`src/rtl/alu_cmd_sequencer.sv`:
```
`default_nettype none
// ============================================================================
// Module      : alu_cmd_sequencer
// Description : Command FIFO front-end and registered result stage for a
//               combinational 8-bit ALU, with valid/ready on both sides.
// Revision    : 1.0 - initial release
// ============================================================================
module alu_cmd_sequencer #(
    parameter int DEPTH = 4,
    parameter int CNT_W = 3
) (
    input  logic             clk,
    input  logic             rst,
    input  logic             cmd_valid,
    output logic             cmd_ready,
    input  logic [3:0]       cmd_opcode,
    input  logic [7:0]       cmd_a,
    input  logic [7:0]       cmd_b,
    output logic [3:0]       alu_opcode,
    output logic [7:0]       alu_a,
    output logic [7:0]       alu_b,
    input  logic [15:0]      alu_out,
    input  logic             alu_cout,
    input  logic             alu_bout,
    output logic             res_valid,
    input  logic             res_ready,
    output logic [15:0]      res_data,
    output logic [3:0]       res_opcode,
    output logic             res_cout,
    output logic             res_bout,
    output logic             res_zero,
    output logic             res_divz,
    output logic             busy,
    output logic [CNT_W-1:0] fifo_count
);

    localparam int               PTR_W    = (DEPTH > 1) ? $clog2(DEPTH) : 1;
    localparam logic [CNT_W-1:0] c_depth  = CNT_W'(DEPTH);
    localparam logic [3:0]       c_op_mod = 4'b0011;

    typedef enum logic [1:0] {
        IDLE = 2'd0,
        EXEC = 2'd1,
        HOLD = 2'd2
    } state_t;

    state_t           r_state;
    state_t           w_state_nxt;

    logic [3:0]       r_mem_op [DEPTH];
    logic [7:0]       r_mem_a  [DEPTH];
    logic [7:0]       r_mem_b  [DEPTH];
    logic [PTR_W-1:0] r_wr_ptr;
    logic [PTR_W-1:0] r_rd_ptr;
    logic [CNT_W-1:0] r_count;

    logic             w_empty;
    logic             w_push;
    logic             w_pop;
    logic [3:0]       w_head_op;
    logic [7:0]       w_head_a;
    logic [7:0]       w_head_b;

    logic             r_res_valid;
    logic [15:0]      r_res_data;
    logic [3:0]       r_res_opcode;
    logic             r_res_cout;
    logic             r_res_bout;
    logic             r_res_zero;
    logic             r_res_divz;

    assign w_empty   = (r_count == '0);
    assign cmd_ready = (r_count < c_depth);
    assign w_push    = cmd_valid && cmd_ready;
    assign w_pop     = (r_state == EXEC);

    assign w_head_op = r_mem_op[r_rd_ptr];
    assign w_head_a  = r_mem_a[r_rd_ptr];
    assign w_head_b  = r_mem_b[r_rd_ptr];

    // ALU sees zeros when nothing is queued so its inputs never show stale data
    assign alu_opcode = w_empty ? 4'd0 : w_head_op;
    assign alu_a      = w_empty ? 8'd0 : w_head_a;
    assign alu_b      = w_empty ? 8'd0 : w_head_b;

    always_ff @(posedge clk) begin
        if (w_push) begin
            r_mem_op[r_wr_ptr] <= cmd_opcode;
            r_mem_a[r_wr_ptr]  <= cmd_a;
            r_mem_b[r_wr_ptr]  <= cmd_b;
        end
    end

    always_ff @(posedge clk) begin
        if (rst) begin
            r_wr_ptr <= '0;
            r_rd_ptr <= '0;
            r_count  <= '0;
        end else begin
            if (w_push) r_wr_ptr <= r_wr_ptr + 1'b1;
            if (w_pop)  r_rd_ptr <= r_rd_ptr + 1'b1;
            case ({w_push, w_pop})
                2'b10:   r_count <= r_count + 1'b1;
                2'b01:   r_count <= r_count - 1'b1;
                default: r_count <= r_count;
            endcase
        end
    end

    always_ff @(posedge clk) begin
        if (rst) r_state <= IDLE;
        else     r_state <= w_state_nxt;
    end

    // Leaving HOLD also considers a push landing on the same edge
    always_comb begin
        w_state_nxt = r_state;
        case (r_state)
            IDLE:    if (!w_empty) w_state_nxt = EXEC;
            EXEC:    w_state_nxt = HOLD;
            HOLD:    if (res_ready) w_state_nxt = (!w_empty || w_push) ? EXEC : IDLE;
            default: w_state_nxt = IDLE;
        endcase
    end

    always_ff @(posedge clk) begin
        if (rst) begin
            r_res_valid  <= 1'b0;
            r_res_data   <= '0;
            r_res_opcode <= '0;
            r_res_cout   <= 1'b0;
            r_res_bout   <= 1'b0;
            r_res_zero   <= 1'b0;
            r_res_divz   <= 1'b0;
        end else if (r_state == EXEC) begin
            r_res_valid  <= 1'b1;
            r_res_data   <= alu_out;
            r_res_opcode <= w_head_op;
            r_res_cout   <= alu_cout;
            r_res_bout   <= alu_bout;
            r_res_zero   <= (alu_out == 16'd0);
            r_res_divz   <= (w_head_op == c_op_mod) && (w_head_b == 8'd0);
        end else if ((r_state == HOLD) && res_ready) begin
            r_res_valid  <= 1'b0;
        end
    end

    assign res_valid  = r_res_valid;
    assign res_data   = r_res_data;
    assign res_opcode = r_res_opcode;
    assign res_cout   = r_res_cout;
    assign res_bout   = r_res_bout;
    assign res_zero   = r_res_zero;
    assign res_divz   = r_res_divz;
    assign busy       = (r_state != IDLE) || !w_empty;
    assign fifo_count = r_count;

endmodule
`default_nettype wire

```
`config.mk`:
```
export PLATFORM = sky130hd
export DESIGN_NAME = alu_cmd_sequencer
export DESIGN_NICKNAME = d
export VERILOG_FILES = /design/src/rtl/alu_cmd_sequencer.sv
export SDC_FILE = /design/constraint.sdc
export NUM_CORES = 1
export LEC_CHECK = 0
export CORE_ASPECT_RATIO = 0.75
export CORE_MARGIN = 1.5
export CORE_UTILIZATION = 55
export CTS_CLUSTER_DIAMETER = 50
export DETAILED_ROUTE_END_ITERATION = 8
export MAX_ROUTING_LAYER = met4
export PLACE_DENSITY_LB_ADDON = 0.3
export REMOVE_ABC_BUFFERS = 1
export SYNTH_ARGS = -nofsm -noshare
export SYNTH_HDL_FRONTEND = slang
export SYNTH_SLANG_ARGS = --single-unit
```
`constraint.sdc`:
```
create_clock -name clk -period 4.1 [get_ports clk]
set_input_delay 0.615 -clock clk [delete_from_list [all_inputs] [get_ports clk]]
set_output_delay 0.615 -clock clk [all_outputs]
set_load 0.1 [all_outputs]
```
==> results of run 1 <==
registers in the layout, indices dropped and copies added (netlist names), named ones only:
signal,cells
fifo_count,3
r_mem_a,32
r_mem_b,32
r_mem_op,16
r_rd_ptr,2
r_state,2
r_wr_ptr,2
res_bout,1
res_cout,1
res_data,16
res_divz,1
res_opcode,4
res_valid,1
res_zero,1
worst max-delay path by stage:
stage / startpoint / endpoint / slack, ns
detailed placement: cmd_valid / r_mem_b[1][4] / 1.23
CTS: flip-flop / alu_b[3] / 0.95
floorplan: fifo_count[0] / busy / 0.51
global route: flip-flop / alu_opcode[1] / 0.85
global placement: cmd_valid / r_mem_b[3][5] / 1.34
finish: flip-flop / alu_b[3] / 1.02
metal layers:
layer	vias to the layer above	global-route usage [%]	wire length, um
met3	19	8.19	554
li1	1299	-	-
met5	-	-	0
met1	1345	27.4	3580
met4	0	9.60	181
met2	89	38.3	4740
cell type report:
cell class,count,area share (%)
clock buffer,20,7.21
clock inverter,12,1.12
inverter,9,0.572
multi-input combinational,163,20.8
sequential,116,52.9
tap,105,2.23
timing repair buffer,96,15.2
tightest hold or removal path: cells and delay by family (launching register included):
kind / cells / cell delay (ns)
flops: 1 / 0.31
simple gates: 1 / 0.05
compound gates: 1 / 0.05
stage by stage:
stage	hold slack, ns	cells	util [%]	setup slack [ns]	cell area (sq um)
detailed placement	0.446	489	69.0	1.23	5410
floorplan	0.450	288	-	0.507	4380
finish	0.456	521	75.2	1.02	5900
global route	0.480	521	75.2	0.851	5900
global placement	0.442	489	69.0	1.34	5410
CTS	0.453	521	75.2	0.952	5900
cells by family (layout without fill, tap and decap cells):
group / count (synthesis) / after routing / synth area share [%]
XOR/XNOR: 5 / 5 / 0.985
buffers and inverters: 25 / 137 / 2.31
AND/OR/NAND/NOR: 101 / 101 / 10.8
flip-flops: 116 / 116 / 70.3
multiplexers: 20 / 20 / 10.1
adder cells (fa/ha/maj): 6 / 6 / 1.86
AO/OA/AOI/OAI: 31 / 31 / 3.66
synth_stat cells (all sizes together), types with 3 or more instances:
master and instances:
edfxtp 80, nand2 51, dfxtp 36, a21oi 27, nor2b 22, mux4 20
clkbuf 13, nor2 11, inv 9, nor4 6, ha 5, and2 4
buf 3, xor2 3
layout by cell type (no fill, tap or decap), types with 2 or more instances in the layout:
master           count
edfxtp_1            80
clkdlybuf4s50_1     71
nand2_1             51
dfxtp_1             36
a21oi_1             27
buf_4               25
nor2b_1             22
mux4_2              20
clkbuf_16           16
nor2_1              11
inv_1                8
clkinv_2             7
nor4_1               6
ha_1                 5
and2_1               4
xor2_1               3
clkbuf_1             3
xnor2_1              2
clkinv_1             2
clkinvlp_4           2
==> PnR_summary.wiki, run 1 <==
{| class="wikitable"
! Metric !! Value
|-
| Status || finished, final reports clean
|-
| DIE HEIGHT || 80.9 um
|-
| Area contributors post-synth || edfxtp_1, dfxtp_1, mux4_2
|-
| Buffers and inverters on the worst path || 2
|-
| Total of buffers placed on input and output ports || 91
|-
| Avg WL per Cell || 17.4 um
|-
| Post-layout nets || 451
|-
| Cell family contributing the most delay on the critical path || buffers and inverters
|-
| Series of cell instances along the critical path || buf_4, mux4_2, nor2b_1, buf_4
|-
| Count of flip-flops with a built-in enable after synthesis || 80
|-
| Number of top-level pins || 92
|-
| Num Clock Sinks || 116
|-
| Worst Hold Path Cells || 2
|-
| Count of H-tree levels built during CTS || 4
|-
| Hold-critical path endpoint || res_zero
|-
| Kind of path behind the tightest hold check || reg2reg
|-
| Data required time at the worst endpoint || 3.48 ns
|-
| Area taken by multi-input logic gates || 1220 sq um
|-
| Initial standard-cell utilization of the core || 56.6%
|-
| Count of filler cells inserted in the layout || 498
|-
| Count of unique library cells instantiated by Yosys || 29
|-
| Minimum period implied by the final worst setup slack || 3.08 ns
|-
| Number of flip-flops and latches in the synthesized netlist || 116
|-
| Clock tree skew after final layout || 0.00748 ns
|-
| Synthesis-to-layout area growth || 32.8%
|-
| Deepest clock path buffer count || 2
|-
| Crit-path slowest cell || dfxtp_1
|-
| Die outline area || 8640 sq um
|-
| Number of warnings printed during yosys synthesis || 0
|-
| Worst hold path startpoint || res_zero
|-
| Clock tree from TritonCTS || built
|-
| Setup repair after global routing missed its margin || no
|-
| Root buffer cell || clkbuf_8
|-
| Global-route congestion overflow total || 0
|-
| Clock transition at the registers of the reported paths || 0.05 ns
|-
| DRT antenna net count || 0
|-
| Pin count of the biggest net entering global routing || 28
|-
| Number of vias after detailed routing || 2752
|-
| Synth Area per Inst || 14.6 sq um
|-
| Worst r2r src || r_state[1]
|-
| Worst Reg-to-Reg Cells || 8
|-
| Slew Limit Fails || 0
|-
| Fraction of synthesized cell area taken by the top area cell type || 54.0%
|-
| Placer's final routability congestion estimate || 0.751
|-
| Total stage count of the critical path || 4
|-
| Number of antenna violations at the first check in global routing || 0
|-
| Sequential cell area || 3120 sq um
|-
| Crit path capture type || primary output
|-
| Count of endpoints failing setup in the final report || 0
|-
| Sequential area share after synthesis || 70.3%
|-
| Share of async-settable or async-resettable flops after synthesis || 0%
|-
| DRT iter0 DRCs || 121
|-
| Post-Route WL || 9060 um
|-
| Gate Count Post-Synth || 304
|-
| Cell mode on critical path || buf_4
|-
| Worst slew slack as a fraction of its limit || 29.9%
|-
| Total CTS buffers || 17
|-
| Arrival time at the worst endpoint || 2.46 ns
|-
| Crit Path Category || reg2out
|-
| Setup Total Neg Slack || 0 ns
|-
| X dimension of the die || 107 um
|-
| Core area || 7850 sq um
|-
| Total iterations of the first detailed-routing run || 4
|-
| Leading area contributor after synthesis || edfxtp_1
|-
| Number of maximum-capacitance constraint violations || 0
|-
| Max incr delay on CP || 0.60 ns
|-
| Wire length of the first global-routing pass || 14300 um
|-
| Hold bufs inserted after CTS || 0
|-
| Setup fix buffers added after clock tree synthesis || 0
|-
| Detailed-route DRC error count || 0
|-
| Netlist Area Pre-Place || 4450 sq um
|-
| Total inserted antenna cells || 0
|-
| Kind of start point of the critical path || flip-flop
|-
| Resize count post-CTS || 0
|-
| Final hold vios || 0
|-
| Actual slew at the worst max-slew pin || 1.05 ns
|-
| Number of placement rows || 28
|-
| Top FF cell, synth || edfxtp_1
|-
| Worst reg2reg endpoint || fifo_count[2]
|-
| Average vias per placed instance || 5.28
|-
| Maximum fanout encountered on the critical timing path || 14
|-
| Max Freq || 325 MHz
|-
| Fraction of final layout cells with drive strength greater than 1 || 17.8%
|-
| Latest clock arrival within the worst-skew pair || 0.51 ns
|-
| Via count of the first global-routing pass || 2816
|-
| Post-DP HPWL || 5500 um
|-
| Reg2Reg Setup Slack || 1.82 ns
|-
| Overall Global Routing Usage || 23.6%
|-
| Period utilization || 75.0%
|}
Power of run 1 is not shown: default switching activity piles up to over one toggle a cycle in this logic, so the estimate is an artifact.
==> run 2: changes to the inputs <==
--- a/config.mk
+++ b/config.mk
@@ -7,7 +7,7 @@
 export LEC_CHECK = 0
 export CORE_ASPECT_RATIO = 0.75
 export CORE_MARGIN = 1.5
-export CORE_UTILIZATION = 55
+export CORE_UTILIZATION = 46
 export CTS_CLUSTER_DIAMETER = 50
 export DETAILED_ROUTE_END_ITERATION = 8
 export MAX_ROUTING_LAYER = met4
==> constraint.sdc (replaced) <==
create_clock -name clk -period 2.6 [get_ports clk]
set_input_delay 0.39 -clock clk [delete_from_list [all_inputs] [get_ports clk]]
set_output_delay 0.39 -clock clk [all_outputs]
set_load 0.1 [all_outputs]
==> run 2 against run 1 <==
Via count shrank 0.51%. Critical path depth is the same. Clock-buffer cell count grew 4. Largest cell class unchanged. Sequential share of layout area shrank 3.6 points. Register-to-register slack lost 1.1 ns. Worst setup slack lost 0.75 ns. Core utilization shrank 6.6 points.
==> PnR_summary.wiki, run 2 (same netlist as run 1, synthesis figures left out) <==
{| class="wikitable"
! Metric !! Value
|-
| Post-DP HPWL || 5730 um
|-
| Commonest cells after routing, fill and taps aside || edfxtp_1, nand2_1, buf_4
|-
| Total iterations of the first detailed-routing run || 4
|-
| Met2 wire length || 4760 um
|-
| Count of filler cells inserted in the layout || 628
|-
| Worst slew slack as a fraction of its limit || 53.5%
|-
| Placer's final routability congestion estimate || 0.703
|-
| Die outline area || 10300 sq um
|-
| Met3 wire len || 455 um
|-
| Data required time at the worst endpoint || 2.21 ns
|-
| Post-Route WL || 9180 um
|-
| Top routing layer used || met4
|-
| Clock tree skew after final layout || 0.00939 ns
|-
| Leading registers by flop count || r_mem_a x32, r_mem_b x32
|-
| Clock transition at the registers of the reported paths || 0.05 ns
|-
| Minimum period implied by the final worst setup slack || 2.33 ns
|-
| Clock tree from TritonCTS || built
|-
| Total CTS buffers || 17
|-
| Wire length of the first global-routing pass || 14200 um
|-
| Commonest non-fill, non-tap cell in the layout || edfxtp_1
|-
| Termination of the worst setup path || alu_opcode[2]
|-
| Initial standard-cell utilization of the core || 48.1%
|-
| Count of endpoints failing setup in the final report || 0
|-
| Num Clock Sinks || 116
|-
| Area taken by multi-input logic gates || 1220 sq um
|-
| Max incr delay on CP || 0.59 ns
|-
| Hold bufs inserted after CTS || 0
|-
| Final hold vios || 0
|-
| Actual slew at the worst max-slew pin || 0.696 ns
|-
| Crit path capture type || primary output
|-
| Setup repair after global routing missed its margin || no
|-
| Reg2Reg Setup Slack || 0.72 ns
|-
| X dimension of the die || 117 um
|-
| Kind of start point of the critical path || flip-flop
|-
| Avg WL per Cell || 16.6 um
|-
| DRT antenna net count || 0
|-
| Worst reg2reg endpoint || res_divz
|-
| Worst Reg-to-Reg Cells || 5
|-
| Total of buffers placed on input and output ports || 91
|-
| Status || finished, final reports clean
|-
| Crit Path Category || reg2out
|-
| Overall Global Routing Usage || 19.9%
|-
| Number of antenna violations at the first check in global routing || 0
|-
| Pin count of the biggest net entering global routing || 27
|-
| Number of maximum-capacitance constraint violations || 0
|-
| Root buffer cell || clkbuf_16
|-
| Period utilization || 89.5%
|-
| Latest clock arrival within the worst-skew pair || 0.40 ns
|-
| Post-layout nets || 459
|-
| Number of top-level pins || 92
|-
| Deepest clock path buffer count || 2
|-
| Detailed-route DRC error count || 0
|-
| Fraction of final layout cells with drive strength greater than 1 || 27.6%
|-
| Total inserted antenna cells || 0
|-
| Crit-path slowest cell || mux4_2
|-
| Sequential cell area || 3120 sq um
|-
| Kind of path behind the tightest hold check || reg2reg
|-
| DRT iter0 DRCs || 197
|-
| Series of cell instances along the critical path || buf_4, mux4_2, nor2b_1, buf_12
|-
| Maximum fanout encountered on the critical timing path || 11
|-
| Worst Hold Path Cells || 2
|-
| Resize count post-CTS || 0
|-
| DIE HEIGHT || 88.1 um
|-
| Number of vias after detailed routing || 2738
|-
| Count of H-tree levels built during CTS || 4
|-
| Number of placement rows || 30
|-
| Slew Limit Fails || 0
|-
| Average vias per placed instance || 4.96
|-
| Global-route congestion overflow total || 0
|-
| Arrival time at the worst endpoint || 1.94 ns
|-
| Via count of the first global-routing pass || 2808
|-
| Synthesis-to-layout area growth || 42.5%
|-
| Setup fix buffers added after clock tree synthesis || 0
|-
| Post-route met1 wirelength || 3920 um
|-
| Core occupancy in the finished layout || 68.6%
|-
| Core area || 9230 sq um
|-
| Max Freq || 430 MHz
|}
run 2: cell type report:
class,instances,share of cell area [%]
flip-flops and latches,116,49.3
multi-input cells,163,19.3
repair buffers,104,18.1
clock buffers,24,8.93
well taps,128,2.53
clock inverters,8,1.26
inverters,9,0.533
run 2: metal layers:
metal / GRT usage [%] / vias up
met2: 31.6 / 64
met5: - / -
met1: 25.0 / 1347
met3: 4.91 / 5
met4: 7.65 / 0
li1: - / 1322
run 2: worst min-delay path by stage:
stage | startpoint | slack, ns | endpoint
finish | res_data[12] | 0.45 | res_data[12]
global placement | res_zero | 0.44 | res_zero
floorplan | r_state[0] | 0.45 | r_state[0]
CTS | res_zero | 0.46 | res_zero
detailed placement | res_zero | 0.45 | res_zero
global route | res_data[12] | 0.47 | res_data[12]
run 2: worst max-delay path: cells and delay by family, from the launching register on:
kind | cells | cell delay, ns
multiplexers | 1 | 0.59
flip-flops | 1 | 0.32
buffers and inverters | 2 | 0.43
AND/OR/NAND/NOR | 1 | 0.18
run 2: stage by stage:
step	worst slack [ns]	instance area (sq um)	instances	hold WS, ns	TNS (ns)
5_1_grt	0.181	6330	552	0.472	0
3_3_place_gp	0.396	5690	520	0.442	0
6_report	0.272	6330	552	0.454	0
2_1_floorplan	-0.768	4380	288	0.450	-15.66
3_5_place_dp	0.339	5690	520	0.448	0
4_1_cts	0.229	6330	552	0.456	0
Power of run 2 is left out for the same reason.
==> run 3: changes to the inputs <==
--- a/config.mk
+++ b/config.mk
@@ -7,7 +7,7 @@
 export LEC_CHECK = 0
 export CORE_ASPECT_RATIO = 0.75
 export CORE_MARGIN = 1.5
-export CORE_UTILIZATION = 46
+export CORE_UTILIZATION = 51
 export CTS_CLUSTER_DIAMETER = 50
 export DETAILED_ROUTE_END_ITERATION = 8
 export MAX_ROUTING_LAYER = met4
==> constraint.sdc (replaced) <==
create_clock -name clk -period 2.3 [get_ports clk]
set_input_delay 0.345 -clock clk [delete_from_list [all_inputs] [get_ports clk]]
set_output_delay 0.345 -clock clk [all_outputs]
set_load 0.1 [all_outputs]
==> run 3 against run 2 <==
Final area increased by 0.28%. Core utilization increased by 6.5 points. Global-route usage is 4.4 points higher. Die area fell by 9.5%. Clock skew about the same. Via count up 6.7%. Clock-buffer cell count is 6 lower. Register-to-register slack worse by 0.29 ns. Critical path type unchanged. Largest cell class unchanged.
==> PnR_summary.wiki, run 3 (same netlist as run 1, synthesis figures left out) <==
{| class="wikitable"
! Metric !! Value
|-
| Status || finished, final reports clean
|-
| Crit-path slowest cell || mux4_2
|-
| Number of top-level pins || 92
|-
| Post-DP HPWL || 5830 um
|-
| Crit Path Category || reg2out
|-
| Placer's final routability congestion estimate || 0.801
|-
| Number of antenna violations at the first check in global routing || 1
|-
| Post-Route WL || 10300 um
|-
| Number of vias after detailed routing || 2922
|-
| Period utilization || 97.5%
|-
| Overall Global Routing Usage || 24.3%
|-
| Pin count of the biggest net entering global routing || 27
|-
| Total iterations of the first detailed-routing run || 4
|-
| Arrival time at the worst endpoint || 1.90 ns
|-
| Max incr delay on CP || 0.54 ns
|-
| Total CTS buffers || 17
|-
| Number of maximum-capacitance constraint violations || 0
|-
| Average vias per placed instance || 5.47
|-
| Num Clock Sinks || 116
|-
| Die outline area || 9290 sq um
|-
| Wire length of the first global-routing pass || 15900 um
|-
| Hold bufs inserted after CTS || 0
|-
| Series of cell instances along the critical path || buf_12, mux4_2, nor2b_1, buf_12
|-
| Synthesis-to-layout area growth || 42.9%
|-
| Global-route congestion overflow total || 0
|-
| Count of endpoints failing setup in the final report || 0
|-
| Smallest setup slack after layout || 0.0583 ns
|-
| Minimum period implied by the final worst setup slack || 2.24 ns
|-
| X dimension of the die || 111 um
|-
| Cell family contributing the most delay on the critical path || multiplexers
|-
| Commonest non-fill, non-tap cell in the layout || edfxtp_1
|-
| Clock transition at the registers of the reported paths || 0.06 ns
|-
| Commonest cells after routing, fill and taps aside || edfxtp_1, nand2_1, clkdlybuf4s50_1
|-
| Kind of start point of the critical path || flip-flop
|-
| Post-layout nets || 460
|-
| Total of buffers placed on input and output ports || 91
|-
| DRT antenna net count || 0
|-
| Via count of the first global-routing pass || 2984
|-
| Leading registers by flop count || r_mem_a x32, r_mem_b x32
|-
| Pre-CTS setup slack || 0.0919 ns
|-
| Cell mode on critical path || buf_12
|-
| Actual slew at the worst max-slew pin || 0.644 ns
|-
| Clock tree from TritonCTS || built
|-
| Buffers and inverters on the worst path || 2
|-
| Latest clock arrival within the worst-skew pair || 0.41 ns
|-
| DRT iter0 DRCs || 139
|-
| Setup repair after global routing missed its margin || no
|-
| Avg WL per Cell || 19.3 um
|-
| Data required time at the worst endpoint || 1.96 ns
|-
| Maximum fanout encountered on the critical timing path || 10
|-
| Initial standard-cell utilization of the core || 52.6%
|-
| Slew Limit Fails || 0
|-
| Clock tree skew after final layout || 0.00986 ns
|-
| Final hold vios || 0
|-
| Deepest clock path buffer count || 2
|-
| Number of placement rows || 29
|-
| DIE HEIGHT || 83.9 um
|-
| Max Freq || 446 MHz
|-
| Fraction of final layout cells with drive strength greater than 1 || 27.3%
|-
| Kind of path behind the tightest hold check || reg2reg
|-
| Detailed-route DRC error count || 0
|-
| Worst slew slack as a fraction of its limit || 56.9%
|-
| Root buffer cell || clkbuf_16
|-
| Core area || 8450 sq um
|-
| Count of H-tree levels built during CTS || 4
|-
| Crit path capture type || primary output
|}
-- run 3: worst min-delay path: cells and delay by family, from the launching register on --
kind               cells  cell delay [ns]
and+or+nand+nor        1             0.05
DFF                    1             0.31
AOI/OAI and AO/OA      1             0.05
-- run 3: worst paths after layout --
| path | cells after the start | slack [ns] | from | endpoint |
|---|---|---|---|---|
| setup / recovery | 4 | 0.06 | flip-flop | alu_opcode[3] |
| hold reg to reg | 2 | 0.46 | res_data[10] | res_data[10] |
| setup reg to reg | 8 | 0.43 | r_state[1] | fifo_count[2] |
| hold / removal | 2 | 0.46 | res_data[10] | res_data[10] |
-- run 3: layer usage --
| metal | up-vias | GRT usage (%) | share of wire (%) |
|---|---|---|---|
| li1 | 1331 | - | - |
| met1 | 1468 | 28.3 | 40 |
| met2 | 107 | 40.1 | 53 |
| met3 | 16 | 7.70 | 5.4 |
| met4 | 0 | 8.51 | 1.7 |
| met5 | - | - | 0 |
-- run 3: final cells by class --
cell class,instances,area (sq um)
Antenna cell,1,2.50
Clock buffer,18,429
Clock inverter,14,163
Fill cell,520,2100
Inverter,9,33.8
Multi-Input combinational cell,163,1220
Sequential cell,116,3130
Tap cell,108,135
Timing Repair Buffer,105,1240
-- run 3: repair_timing --
item / CTS / global route
endpoints found under the setup margin: 1 / 0
gates resized for setup: 3 / 0
buffers inserted: 0 / 0
-- run 3: stage by stage --
stage	utilization [%]	std cells	area [sq um]	hold WS [ns]	setup TNS [ns]
finish	75.1	534	6350	0.458	0
CTS	75.1	533	6350	0.458	0
global placement	67.7	500	5730	0.443	0
floorplan	-	288	4380	0.414	-21.51
global route	75.1	534	6350	0.476	0
detailed placement	67.7	500	5730	0.448	0
Power of run 3 is left out for the same reason.
